$ cat src/rtl/sqrt_mem_arbiter.sv
// Round-robin arbiter sharing one sqrt_mem read port between N_REQ requesters; an in-order
// tag FIFO steers each returned word back to its issuer. Define SQRT_ARB_FIXED_PRIO_EN for fixed priority.
module sqrt_mem_arbiter #(
    parameter int N_REQ     = 2,
    parameter int W_DATA    = 16,
    parameter int W_ADDR    = 8,
    parameter int MAX_OUTST = 4
) (
    input  logic                    clk,
    input  logic                    rst,
    input  logic [N_REQ-1:0]        req_valid,
    output logic [N_REQ-1:0]        req_ready,
    input  logic [N_REQ*W_ADDR-1:0] req_addr,
    output logic [N_REQ-1:0]        rsp_valid,
    input  logic [N_REQ-1:0]        rsp_ready,
    output logic [W_DATA-1:0]       rsp_data,
    output logic                    mem_addr_valid,
    input  logic                    mem_addr_ready,
    output logic [W_ADDR-1:0]       mem_addr_data,
    input  logic                    mem_data_valid,
    output logic                    mem_data_ready,
    input  logic [W_DATA-1:0]       mem_data,
    output logic                    err
);

    localparam int W_TAG = $clog2(N_REQ);
    localparam int W_PTR = $clog2(MAX_OUTST);
    localparam int W_CNT = W_PTR + 1;
    localparam logic [W_CNT-1:0] FULL_CNT = W_CNT'(MAX_OUTST);
    localparam logic [W_TAG-1:0] LAST_REQ = W_TAG'(N_REQ - 1);

    logic                any_valid_s;
    logic                full_s;
    logic                empty_s;
    logic                push_s;
    logic                pop_s;
    logic                mem_addr_valid_s;
    logic                mem_data_ready_s;
    logic [W_TAG-1:0]    grant_s;
    logic [W_TAG-1:0]    head_tag_s;
    logic [N_REQ-1:0]    req_ready_s;
    logic [N_REQ-1:0]    rsp_valid_s;
    logic [W_ADDR-1:0]   addr_arr_s [N_REQ];

    logic [W_TAG-1:0]    tag_mem_q [MAX_OUTST];
    logic [W_TAG-1:0]    tag_mem_d [MAX_OUTST];
    logic [W_PTR-1:0]    wr_ptr_q;
    logic [W_PTR-1:0]    wr_ptr_d;
    logic [W_PTR-1:0]    rd_ptr_q;
    logic [W_PTR-1:0]    rd_ptr_d;
    logic [W_CNT-1:0]    count_q;
    logic [W_CNT-1:0]    count_d;
    logic                err_q;
    logic                err_d;

    function automatic logic [W_TAG-1:0] next_idx(input logic [W_TAG-1:0] idx);
        if (idx == LAST_REQ) begin
            return {W_TAG{1'b0}};
        end else begin
            return idx + 1'b1;
        end
    endfunction

    genvar gi;
    generate
        for (gi = 0; gi < N_REQ; gi++) begin : g_addr_unpack
            assign addr_arr_s[gi] = req_addr[gi*W_ADDR +: W_ADDR];
        end
    endgenerate

`ifdef SQRT_ARB_FIXED_PRIO_EN
    // Grant: lowest-index valid requester wins; descending scan leaves the lowest.
    always_comb begin
        logic [W_TAG-1:0] idx_v;
        idx_v   = {W_TAG{1'b0}};
        grant_s = {W_TAG{1'b0}};
        for (int k = N_REQ - 1; k >= 0; k--) begin
            idx_v = W_TAG'(k);
            if (req_valid[idx_v]) begin
                grant_s = idx_v;
            end else begin
                grant_s = grant_s;
            end
        end
    end
`else
    logic [W_TAG-1:0] ptr_q;
    logic [W_TAG-1:0] ptr_d;

    // Grant: first valid requester at or after ptr; descending offset scan leaves the nearest.
    always_comb begin
        logic [W_TAG-1:0] idx_v;
        idx_v   = {W_TAG{1'b0}};
        grant_s = {W_TAG{1'b0}};
        for (int k = N_REQ - 1; k >= 0; k--) begin
            idx_v = W_TAG'((int'(ptr_q) + k) % N_REQ);
            if (req_valid[idx_v]) begin
                grant_s = idx_v;
            end else begin
                grant_s = grant_s;
            end
        end
    end

    // Round-robin pointer moves past the winner only on an accepted issue.
    always_comb begin
        if (push_s) begin
            ptr_d = next_idx(grant_s);
        end else begin
            ptr_d = ptr_q;
        end
    end

    // Round-robin pointer register.
    always_ff @(posedge clk or posedge rst) begin
        if (rst) begin
            ptr_q <= {W_TAG{1'b0}};
        end else begin
            ptr_q <= ptr_d;
        end
    end
`endif

    // Issue path: full blocks issue even when a pop happens in the same cycle.
    always_comb begin
        any_valid_s      = |req_valid;
        full_s           = (count_q == FULL_CNT);
        mem_addr_valid_s = any_valid_s && !full_s && !rst;
        push_s           = mem_addr_valid_s && mem_addr_ready;
        req_ready_s      = {N_REQ{1'b0}};
        if (push_s) begin
            req_ready_s[grant_s] = 1'b1;
        end else begin
            req_ready_s = {N_REQ{1'b0}};
        end
    end

    // Response path: steer data to the FIFO head tag; data with no tag outstanding is an error.
    always_comb begin
        empty_s          = (count_q == {W_CNT{1'b0}});
        head_tag_s       = tag_mem_q[rd_ptr_q];
        rsp_valid_s      = {N_REQ{1'b0}};
        mem_data_ready_s = 1'b0;
        if (!empty_s) begin
            rsp_valid_s[head_tag_s] = mem_data_valid;
            mem_data_ready_s        = rsp_ready[head_tag_s];
        end else begin
            rsp_valid_s      = {N_REQ{1'b0}};
            mem_data_ready_s = 1'b0;
        end
        pop_s = mem_data_valid && mem_data_ready_s;
        err_d = err_q || (empty_s && mem_data_valid);
    end

    // Tag FIFO next state.
    always_comb begin
        tag_mem_d = tag_mem_q;
        wr_ptr_d  = wr_ptr_q;
        rd_ptr_d  = rd_ptr_q;
        if (push_s) begin
            tag_mem_d[wr_ptr_q] = grant_s;
            wr_ptr_d            = wr_ptr_q + 1'b1;
        end else begin
            wr_ptr_d = wr_ptr_q;
        end
        if (pop_s) begin
            rd_ptr_d = rd_ptr_q + 1'b1;
        end else begin
            rd_ptr_d = rd_ptr_q;
        end
        case ({push_s, pop_s})
            2'b10:   count_d = count_q + 1'b1;
            2'b01:   count_d = count_q - 1'b1;
            default: count_d = count_q;
        endcase
    end

    // Tag FIFO and sticky error registers.
    always_ff @(posedge clk or posedge rst) begin
        if (rst) begin
            for (int i = 0; i < MAX_OUTST; i++) begin
                tag_mem_q[i] <= {W_TAG{1'b0}};
            end
            wr_ptr_q <= {W_PTR{1'b0}};
            rd_ptr_q <= {W_PTR{1'b0}};
            count_q  <= {W_CNT{1'b0}};
            err_q    <= 1'b0;
        end else begin
            tag_mem_q <= tag_mem_d;
            wr_ptr_q  <= wr_ptr_d;
            rd_ptr_q  <= rd_ptr_d;
            count_q   <= count_d;
            err_q     <= err_d;
        end
    end

    assign req_ready      = req_ready_s;
    assign mem_addr_valid = mem_addr_valid_s;
    assign mem_addr_data  = addr_arr_s[grant_s];
    assign rsp_valid      = rsp_valid_s;
    assign mem_data_ready = mem_data_ready_s;
    assign rsp_data       = mem_data;
    assign err            = err_q;

endmodule

$ cat config.mk
export PLATFORM = sky130hd
export DESIGN_NAME = sqrt_mem_arbiter
export DESIGN_NICKNAME = d
export VERILOG_FILES = /design/src/rtl/sqrt_mem_arbiter.sv
export SDC_FILE = /design/constraint.sdc
export NUM_CORES = 1
export LEC_CHECK = 0
export ABC_AREA = 1
export BUFFER_PORTS_ARGS = -buffer_cell sky130_fd_sc_hd__buf_4
export CAP_MARGIN = 10
export CORE_AREA = 4 4 54 56
export DETAILED_ROUTE_END_ITERATION = 7
export DIE_AREA = 0 0 58 60
export PLACE_DENSITY = 0.82
export SYNTH_ARGS = -nofsm -noshare
export SYNTH_HDL_FRONTEND = slang
export SYNTH_SLANG_ARGS = --single-unit
$ cat constraint.sdc
create_clock -name clk -period 2.94 [get_ports clk]
set_input_delay 0.588 -clock clk [delete_from_list [all_inputs] [get_ports clk]]
set_output_delay 0.588 -clock clk [all_outputs]
set_load 0.005 [all_outputs]
-- After elaboration in Yosys (flattened, before gate mapping)
Cells that the tools add are included.
Widths: inputs -> output; s select.
- register bits after elaboration: 13
- bits of input ports: 40
- output and inout port bits: 31
- add/sub/neg operators: 6
- $lt $le $gt $ge: 10
- equal/unequal tests: 3
- multiplexer cells: 26
- bitwise operators: 4
- reductions and logical operators: 14
- operators by type and width (kind ; count):
    $mux 8 ; 3
    $mux 1 ; 15
    $logic_and 1x1->1 ; 8
    $lt 1x2->1 const B ; 4
    $ge 3x3->1 const B ; 2
    $not 2->3 ; 2
    $pmux 3 s2 ; 1
    $add 2x1->2 const B ; 2
    $bwmux 4 ; 1
    $mux 2 ; 2
    $add 3x1->3 const B ; 1
    $eq 3x3->1 const B ; 1
    $logic_not 3->1 ; 1
    $lt 3x1->1 const B ; 1
    $sub 3x1->3 const B ; 1
    $add 1x1->1 const B ; 2
    $and 2x2->2 ; 1
    $bmux 1 s2 ; 1
    $demux 1 s1 ; 2
    $demux 1 s2 ; 1
    $eq 2x1->1 const B ; 1
    $eq 2x2->1 const B ; 1
    $ge 1x1->1 const B ; 2
    $ge 2x2->1 const B ; 1
    other kinds (5) ; 6

-- Depth between registers and ports, before layout
Gate-level depths: netlist of the first run.
- depth in word-level cells: 10
- depth in mapped cells: 13
- gate-level depth less buffers: 13

-- Worst setup path before layout of the first run
Ideal clock, no wire load.
- path kind: input to register
- start: in mem_data_valid
- end: reg count_q[2]
- setup time: 124 ps
- data arrival time: 1845 ps
- required time: 2816 ps
- setup slack: 971 ps
- stages on the path: 10
- path buffers: 0
- cells stage by stage: inv_1 nor2_2 nand3_4 inv_1 ha_1 inv_1 fa_1 a21oi_1 o21ai_0 xnor2_1
- cells in the longest elaborated chain, start to end: 3
- elaborated cells between the ends (all ways): 5
- those cells by class: 2 x eq/ne; 1 x mux; 2 x reduce/logical
- RTL lines (element ; line ; RTL):
    start: declaration ; 20 ; input logic mem_data_valid,
    $logic_and 1x1->1 * ; 151 ; pop_s = mem_data_valid && mem_data_ready_s;
    named net pop_s ; 36 ; logic pop_s;
    $eq 2x1->1 / $eq 2x2->1 (equally long branches) ; 171 ; case ({push_s, pop_s})
    $pmux 3 s2 / $reduce_bool 2->1 (equally long branches) ; n/a ;
    end signal: assignment ; 186 ; count_q <= {W_CNT{1'b0}};
    end signal: assignment ; 192 ; count_q <= count_d;
    end: declaration ; 51 ; logic [W_CNT-1:0] count_q;
Mark *: on every way through the listed nets, which the timed path passes. The rest lies on a longest branch.
A chain may end at the register's enable or synchronous reset.

-- Worst setup path after layout of the first run
- start: reg rd_ptr_q[0]
- end: reg count_q[2]
- cells in the longest elaborated chain, start to end: 10
- elaborated cells between the ends (all ways): 12
- those cells by class: 2 x eq/ne; 7 x mux; 1 x bitwise; 2 x reduce/logical
- RTL lines (element ; line ; RTL):
    start: declaration ; 49 ; logic [W_PTR-1:0] rd_ptr_q;
    start signal: assignment ; 185 ; rd_ptr_q <= {W_PTR{1'b0}};
    start signal: assignment ; 191 ; rd_ptr_q <= rd_ptr_d;
    $not 2->3 (implied by the code) * ; 141 ; head_tag_s = tag_mem_q[rd_ptr_q];
    $bmux 1 s2 * ; 141 ;
    $mux 1 (implied by the code) * (2 in a row) ; 141 ;
    $mux 1 (implied by the code) * (2 in a row) ; 146 ; mem_data_ready_s = rsp_ready[head_tag_s];
    $mux 1 * ; 144 ; if (!empty_s) begin
    $logic_and 1x1->1 * ; 151 ;
    named net pop_s ; 36 ;
    $eq 2x1->1 / $eq 2x2->1 (equally long branches) ; 171 ;
    $pmux 3 s2 / $reduce_bool 2->1 (equally long branches) ; n/a ;
Mark *: on every way through the listed nets, which the timed path passes. The rest lies on a longest branch. The select of a mux whose other input is x is not followed.

==> impl_metrics.yaml, run 1 <==
outcome:
  status: "completed"
route:
  firstDrtPassIters: 4
  ant_nets: 0
  routed_via_density: 4.681
  wl_met3_um: 209
  vias: 894
  highest_layer: "met4"
  wl_met1_um: 858
  drc: 0
  dr_wl_met2_um: 1028
  drt_wl_total_um: 2156
  wl_per_cell_um: 11.29
  first_iter_violations: 9
setup_path:
  r2r_slack_ns: 0.79
  crit_slowest_cell: "dfrtp_1"
  cp.required_ns: 3.09
  path_delay_family: "adder cells"
  critPathMaxStageDelay_ns: 0.44
  critical_path.most_common_cell: "inv_1"
  path_buf_inv: 3
  crit_chain: "inv_1 -> nand2_1 -> nand3_2 -> nand2_2 -> nand2_4 -> nand3_4 -> inv_1 -> ha_1 -> inv_1 -> fa_1 -> a21oi_1 -> o21ai_0 -> xnor2_1"
  r2r_end: "count_q[2]"
  rr_worst_depth: 13
  critPathMaxFanout: 5
  r2r_start: "rd_ptr_q[0]"
  worst-path-stages: 13
  end_kind: "flip-flop"
  start_kind: "flip-flop"
  critPathKind: "flip-flop to flip-flop"
  cp_data_arrival_time_ns: 2.30
clock_tree:
  cts-root-buf: "clkbuf_4"
  cts_hold_buf: 0
  cts_buffers: 3
  post_cts_buffers: 0
  clock_path_buffers: 2
  clock_sinks: 13
  htreeDepth: 1
  clk_pin_slew_ns: 0.08
  clk_latency_ns: 0.27
  cts_resized: 0
  cts_tree: "done"
sta:
  fmax_ghz: 0.4662
  slew_headroom_pct: 68.45
  hold_viol: 0
  period_needed_ns: 2.145
  finalSetupTns_ns: 0
  drv_slew: 0
  rsz0062_at_grt: "no"
  tightest_slew_ns: 0.4727
  fin_skew_ns: 0.005905
  period_share_pct: 72.97
  setup_viol: 0
die:
  start_util_pct: 42.08
  rows: 18
  fp.coreArea_um2: 2432
  die_height_um: 60
  die-area_um2: 3480
  io_pins: 71
  die_x_um: 58
final_layout:
  final_common_cell: "nand2_1"
  final_area_um2: 1247
  drive_gt1_share_pct: 33.54
  antenna_cells: 0
  filler_cell_count: 251
  multi_input_area_um2: 491.7
  register_area_um2: 325.3
  syn_to_final_growth_pct: 21.88
  final_cell_mix: "40 x nand2_1, 38 x buf_4, 19 x inv_1"
  utilization_pct: 51.29
  nets: 208
placement:
  gp_congestion: 0.7784
  numPortBuffers: 38
  place_area_um2: 1221
  dp_hpwl_um: 1835
grt:
  grt_max_degree: 14
  grt_use_total_pct: 14.25
  antenna_found_initial: 0
  grt_overflow_total: 0
  grt_pass1_wl_um: 3850
  grt_pass1_vias: 952
power_and_ir_drop:
  switching_share_pct: 43.73
  p_seq_share_pct: 33.7
  power.switching_w: 0.0004341
  ir_worst_vdd_uv: 441.1
  internal_power_w: 0.0005586
  p_leak_nw: 0.7032
  p_comb_share_pct: 55.2
  clockPowerShare_pct: 11.1
  power.density_nw_per_um2: 795.8
worst_hold_path:
  holdCritPathClass: "primary input to async pin"
logic_synthesis:
  synth_warnings: 0
  seq_area_frac_synth_pct: 31.78
  synthCells: 136
  avgSynthCellArea_um2: 7.526
  syn_nets: 182
  synthesis.area_um2: 1023
  synth_cell_types: 23
  ys_ff_latch: 13
flow_run:
  maxCapViolCount: 0
[layout make-up]
| type | instances | share of cell area, % |
|---|---|---|
| clock buffer | 4 | 2.106 |
| timing repair buffer | 38 | 22.87 |
| tap | 30 | 3.009 |
| sequential | 13 | 26.08 |
| multi-input combinational | 85 | 39.42 |
| inverter | 21 | 6.520 |
[power groups by stage]
stage / Clock [W] / Sequential (W) / Combinational (W)
after floorplan: 0 / 0.000320 / 0.000397
after global placement: 0 / 0.000330 / 0.000522
after detailed placement: 0 / 0.000338 / 0.000557
after CTS: 0.000113 / 0.000334 / 0.000559
after global routing: 0.000120 / 0.000348 / 0.000642
final: 0.000110 / 0.000335 / 0.000548
[synth_stat cells]
cell type | instances | share of area, %
nand2_1 | 40 | 15
inv_1 | 19 | 7.0
buf_4 | 16 | 12
dfrtp_1 | 13 | 32
nor2_1 | 10 | 3.7
a21oi_1 | 5 | 2.4
ha_1 | 5 | 6.1
nand3_2 | 4 | 3.9
o21ai_0 | 4 | 2.0
nand2_2 | 2 | 1.2
nand3_4 | 2 | 3.4
nand4_1 | 2 | 1.2
nor2_2 | 2 | 1.2
xnor2_1 | 2 | 1.7
xor2_1 | 2 | 1.7
a21o_1 | 1 | 0.73
buf_2 | 1 | 0.49
fa_1 | 1 | 2.0
inv_2 | 1 | 0.37
inv_4 | 1 | 0.61
nand2_4 | 1 | 1.1
nor3_1 | 1 | 0.49
o21ai_1 | 1 | 0.49
[state kept, by name, summed over array words and instances, names as in the netlist]
| register | count |
|---|---|
| ptr_q | 1 |
| count_q | 3 |
| tag_mem_q | 4 |
| rd_ptr_q | 2 |
| wr_ptr_q | 2 |
| err | 1 |
[worst reg2reg max path: cells and delay by family, from the launching register on]
kind	cells	cell delay [ns]
and+or+nand+nor	5	0.42
adders and majority gates	2	0.52
buffers and inverters	3	0.24
AOI/OAI and AO/OA	2	0.26
xor gates and xnor gates	1	0.15
DFF	1	0.44
[cell families (layout without fill, tap and decap cells)]
logic type,Yosys count,count (layout),share of synthesized area [%]
AND/OR/NAND/NOR,64,64,30.93
buffers and inverters,38,63,20.17
flip-flops,13,13,31.78
AO/OA/AOI/OAI,11,11,5.623
adder cells (fa/ha/maj),6,6,8.069
XOR/XNOR,4,4,3.424
[metrics by stage]
step / total power [W] / setup slack, ns / hold slack (ns) / instances
after global placement: 0.0008520 / 0.8247 / 0.4397 / 187
after floorplan: 0.0007173 / 0.9706 / 0.4510 / 136
after CTS: 0.001006 / 0.7735 / 0.3575 / 191
after detailed placement: 0.0008950 / 0.7296 / 0.4460 / 187
final: 0.0009928 / 0.7948 / 0.3371 / 191
after global routing: 0.001109 / 0.5573 / 0.3748 / 191
[routing by layer]
metal	global-route usage, %	up-vias
met2	24.84	46
li1	-	446
met5	0	-
met1	16.42	392
met4	7.616	0
met3	2.808	10
[worst max-delay path by stage]
stage	startpoint	endpoint	slack (ns)
5_1_grt	rd_ptr_q[0]	count_q[2]	0.56
4_1_cts	rd_ptr_q[0]	count_q[2]	0.77
2_1_floorplan	mem_data_valid	count_q[2]	0.97
3_3_place_gp	mem_data_valid	count_q[2]	0.82
6_report	rd_ptr_q[0]	count_q[2]	0.79
3_5_place_dp	mem_data_valid	count_q[2]	0.73
Note: power is estimated with default switching activity, not from simulation.
==> run 2: changes to the inputs <==
- CORE_AREA: 4 4 54 56 -> 4 4 55 57
- DIE_AREA: 0 0 58 60 -> 0 0 59 61
- PLACE_DENSITY: 0.82 -> 0.79
- clock period: 2.94 -> 2.1 ns (I/O delays scaled with it)
==> run 2 against run 1 <==
Largest power group unchanged. Maximum frequency grew 9.1%. Critical endpoint unchanged. Critical path depth is the same. Global-route usage grew 0.19 points. Clock-buffer cell count is the same. Highest routed layer unchanged. Non-clock buffer count grew 7. Cell count grew 3.7%. Worst hold slack lost 0.17 ns. Sequential power grew 44%. Clock skew grew 0.0013 ns.
==> impl_metrics.yaml, run 2 (same netlist as run 1, synthesis figures left out) <==
outcome:
  status: "completed"
final_layout:
  final_common_cell: "buf_4"
  largest_reg_flops: 4
  top_register: "tag_mem_q"
  drive_gt1_share_pct: 42.86
  top_regs: "tag_mem_q: 4 flops, count_q: 3 flops"
  syn_to_final_growth_pct: 32.27
  final_area_um2: 1354
  antenna_cells: 0
  nets: 215
  final_cells: 198
  final_cell_mix: "45 x buf_4, 37 x nand2_1, 16 x inv_1"
  filler_cell_count: 239
grt:
  grt_max_degree: 14
  antenna_found_initial: 0
  grt_use_total_pct: 14.44
  grt_overflow_total: 0
  grt_pass1_vias: 983
  grt_pass1_wl_um: 3933
route:
  routed_via_density: 4.763
  wl_per_cell_um: 11.81
  firstDrtPassIters: 4
  vias: 943
  dr_wl_met2_um: 1181
  wl_met3_um: 206
  wl_met1_um: 866
  ant_nets: 0
  highest_layer: "met4"
  drc: 0
  drt_wl_total_um: 2338
  first_iter_violations: 2
die:
  die_x_um: 59
  fp.coreArea_um2: 2477
  rows: 18
  die-area_um2: 3599
  start_util_pct: 41.31
  die_height_um: 61
  io_pins: 71
sta:
  fin_ws_ns: 0.1332
  hold_slack_ns: 0.1641
  period_needed_ns: 1.967
  drv_slew: 0
  slew_headroom_pct: 68.98
  fmax_ghz: 0.5084
  hold_viol: 0
  period_share_pct: 93.66
  tightest_slew_ns: 0.4648
  setup_viol: 0
  fin_skew_ns: 0.007242
  rsz0062_at_grt: "no"
  finalSetupTns_ns: 0
setup_path:
  cp.required_ns: 2.27
  critPathKind: "flip-flop to flip-flop"
  start_kind: "flip-flop"
  end_kind: "flip-flop"
  critPathMaxFanout: 5
  cp_data_arrival_time_ns: 2.13
placement:
  numPortBuffers: 38
  gp_congestion: 0.7993
  place_area_um2: 1229
  dp_hpwl_um: 1861
  place_inst: 188
  place_ws_ns: 0.04973
flow_run:
  maxCapViolCount: 0
clock_tree:
  cts_hold_buf: 0
  clock_path_buffers: 2
  clock_sinks: 13
  cts-root-buf: "clkbuf_4"
  cts_tree: "done"
  clk_latency_ns: 0.28
  htreeDepth: 1
  clk_pin_slew_ns: 0.08
  cts_buffers: 3
power_and_ir_drop:
  power.density_nw_per_um2: 1192
  ir_worst_vdd_uv: 696.8
  p_leak_nw: 0.7372
worst_hold_path:
  holdCritPathClass: "primary input to async pin"
## run 2: critical path: stages, from the launching register on
cell and delay [ns]:
dfrtp_2 0.44, inv_2 0.09, nand2_2 0.07, nand3_4 0.09, nand2_4 0.06, nand2_4 0.09
nand3_4 0.07, inv_2 0.07, ha_4 0.12, inv_2 0.04, fa_2 0.39, a21oi_2 0.12
o21ai_1 0.08, xnor2_1 0.13
## run 2: where the power goes
part           leakage [nW]  total, W  internal, W  switching [W]
Sequential            0.150  0.000484     0.000373       0.000111
Combinational         0.572  0.000978     0.000479       0.000500
Clock                0.0150  0.000151    0.0000736      0.0000777
Total                 0.737   0.00161     0.000926       0.000688
## run 2: metal layers
| layer | vias to the layer above | GRT usage [%] |
|---|---|---|
| li1 | 464 | - |
| met1 | 421 | 16.17 |
| met2 | 45 | 24.29 |
| met3 | 13 | 3.404 |
| met4 | 0 | 10.03 |
| met5 | - | 0 |
## run 2: per-stage QoR
step / utilization, % / power (W)
2_1_floorplan: - / 0.001004
3_3_place_gp: 49.60 / 0.001211
3_5_place_dp: 49.60 / 0.001261
4_1_cts: 50.66 / 0.001414
5_1_grt: 54.65 / 0.001795
6_report: 54.65 / 0.001614
## run 2: repair_timing
action,4_1_cts,5_1_grt
buffers inserted,0,6
gates resized for setup,0,17
endpoints found under the setup margin,0,4
## run 2: area by class of cell
| type | count | area [µm²] | share of cell area, % |
|---|---|---|---|
| multi-input combinational | 85 | 543.0 | 40.11 |
| timing repair buffer | 45 | 337.8 | 24.95 |
| sequential | 13 | 327.8 | 24.21 |
| inverter | 21 | 81.33 | 6.007 |
| tap | 30 | 37.54 | 2.773 |
| clock buffer | 4 | 26.28 | 1.941 |
## run 2: final timing paths
kind / cells after the start / slack, ns / endpoint / from
worst max-delay path: 13 / 0.13 / count_q[2] / rd_ptr_q[0]
worst min-delay path: 2 / 0.16 / ptr_q / rst
worst max register to register: 13 / 0.13 / count_q[2] / rd_ptr_q[0]
worst min register to register: 1 / 0.47 / err / err
max in group asynchronous: 2 / 1.58 / rd_ptr_q[0] / rst
min in group clk: 2 / 0.36 / err / mem_data_valid
==> run 3: changes to the inputs <==
- BUFFER_PORTS_ARGS: -buffer_cell sky130_fd_sc_hd__buf_4 -> -buffer_cell sky130_fd_sc_hd__buf_2
==> run 3 against run 2 <==
Register-to-register slack about the same. Clock skew down 0.0065 ns. Cell count down 2.0%. Critical path depth down 5. Sequential power down 4%. Clock-buffer cell count unchanged. Critical path type unchanged. Highest routed layer unchanged. Worst hold slack worse by 0.0040 ns.
==> impl_metrics.yaml, run 3 (same netlist as run 1, synthesis figures left out) <==
outcome:
  status: "completed"
setup_path:
  crit_slowest_cell: "fa_2"
  cp.required_ns: 2.30
  rr_worst_depth: 8
  worst-path-stages: 8
  crit_chain: "nor3_1 -> nor2_2 -> nand3_4 -> inv_1 -> ha_1 -> inv_1 -> fa_2 -> o21ai_0"
  start_kind: "flip-flop"
  critPathMaxStageDelay_ns: 0.44
  critical_path.most_common_cell: "inv_1"
  end_kind: "flip-flop"
  critPathKind: "flip-flop to flip-flop"
  cp_data_arrival_time_ns: 2.17
  critPathMaxFanout: 4
  path_buf_inv: 2
  path_delay_family: "adder cells"
sta:
  finalSetupTns_ns: 0
  period_share_pct: 93.52
  fmax_ghz: 0.5092
  drv_slew: 0
  rsz0062_at_grt: "no"
  hold_viol: 0
  setup_viol: 0
  slew_headroom_pct: 68.53
  period_needed_ns: 1.964
  tightest_slew_ns: 0.4715
  fin_skew_ns: 0.0006964
grt:
  grt_pass1_vias: 781
  grt_pass1_wl_um: 3146
  grt_use_total_pct: 11.42
  grt_max_degree: 14
  grt_overflow_total: 0
  antenna_found_initial: 0
clock_tree:
  cts_buffers: 3
  clock_sinks: 13
  clock_path_buffers: 2
  clk_pin_slew_ns: 0.08
  cts_tree: "done"
  cts_hold_buf: 0
  clk_latency_ns: 0.28
  htreeDepth: 1
  cts-root-buf: "clkbuf_4"
final_layout:
  syn_to_final_growth_pct: 15.04
  final_cell_mix: "40 x nand2_1, 38 x buf_2, 18 x inv_1"
  top_regs: "tag_mem_q: 4 flops, count_q: 3 flops"
  drive_gt1_share_pct: 35.98
  nets: 211
  largest_reg_flops: 4
  antenna_cells: 0
  final_common_cell: "nand2_1"
  final_cells: 194
  top_register: "tag_mem_q"
route:
  first_iter_violations: 15
  drc: 0
  ant_nets: 0
  firstDrtPassIters: 4
  drt_wl_total_um: 2001
  vias: 895
  routed_via_density: 4.613
  wl_per_cell_um: 10.31
power_and_ir_drop:
  power.density_nw_per_um2: 1158
  p_leak_nw: 0.6870
  ir_worst_vdd_uv: 632.2
die:
  die_height_um: 61
  fp.coreArea_um2: 2477
  die_x_um: 59
  die-area_um2: 3599
  rows: 18
  start_util_pct: 41.31
  io_pins: 71
placement:
  gp_congestion: 0.7311
  place_inst: 189
  numPortBuffers: 38
  dp_hpwl_um: 1671
flow_run:
  maxCapViolCount: 0
worst_hold_path:
  holdCritPathClass: "primary input to async pin"
run 3: timing repair:
action / 4_1_cts / 5_1_grt
setup buffers: 0 / 1
setup endpoints to repair: 0 / 1
resized for setup: 0 / 3
run 3: final cells by class:
cell class	count	area [µm²]
flip-flops and latches	13	325.3
multi-input cells	85	494.2
repair buffers	41	212.7
fillers	251	1300
clock buffers	4	26.28
inverters	21	81.33
well taps	30	37.54
run 3: worst register-to-register path: cells and delay by family, from the launching register on:
family	cells	cell delay, ns
adder cells (fa/ha/maj)	2	0.60
buffers and inverters	2	0.14
flip-flops	1	0.42
AND/OR/NAND/NOR	3	0.56
AO/OA/AOI/OAI	1	0.15
run 3: through the flow:
step	worst slack, ns	power, W	utilization [%]	area [µm²]	hold slack (ns)
2_1_floorplan	0.1849	0.001004	-	1023	0.2970
3_3_place_gp	0.1149	0.001170	46.06	1141	0.4354
3_5_place_dp	0.06958	0.001194	46.06	1141	0.4607
4_1_cts	0.05627	0.001355	47.12	1167	0.1757
5_1_grt	0.01640	0.001493	47.53	1177	0.2104
6_report	0.1360	0.001363	47.53	1177	0.1601
run 3: path summary, 6_finish.rpt:
check                               startpoint          end  slack (ns)
worst max-delay path                count_q[0]   count_q[1]        0.14
worst min-delay path                       rst        ptr_q        0.16
worst max register to register      count_q[0]   count_q[1]        0.14
worst min register to register             err          err        0.48
max in group asynchronous                  rst  rd_ptr_q[1]        1.62
min in group clk                mem_data_valid          err        0.37
run 3: power by group:
group | internal [W] | switching [W]
clock network | 0.0000738 | 0.0000860
logic | 0.000322 | 0.000416
registers | 0.000370 | 0.0000962
total | 0.000765 | 0.000598
run 3: routing by layer:
metal	GRT usage, %	wire, µm
met5	0	0
met4	7.120	46
met3	2.553	236
met2	18.61	873
met1	13.69	845
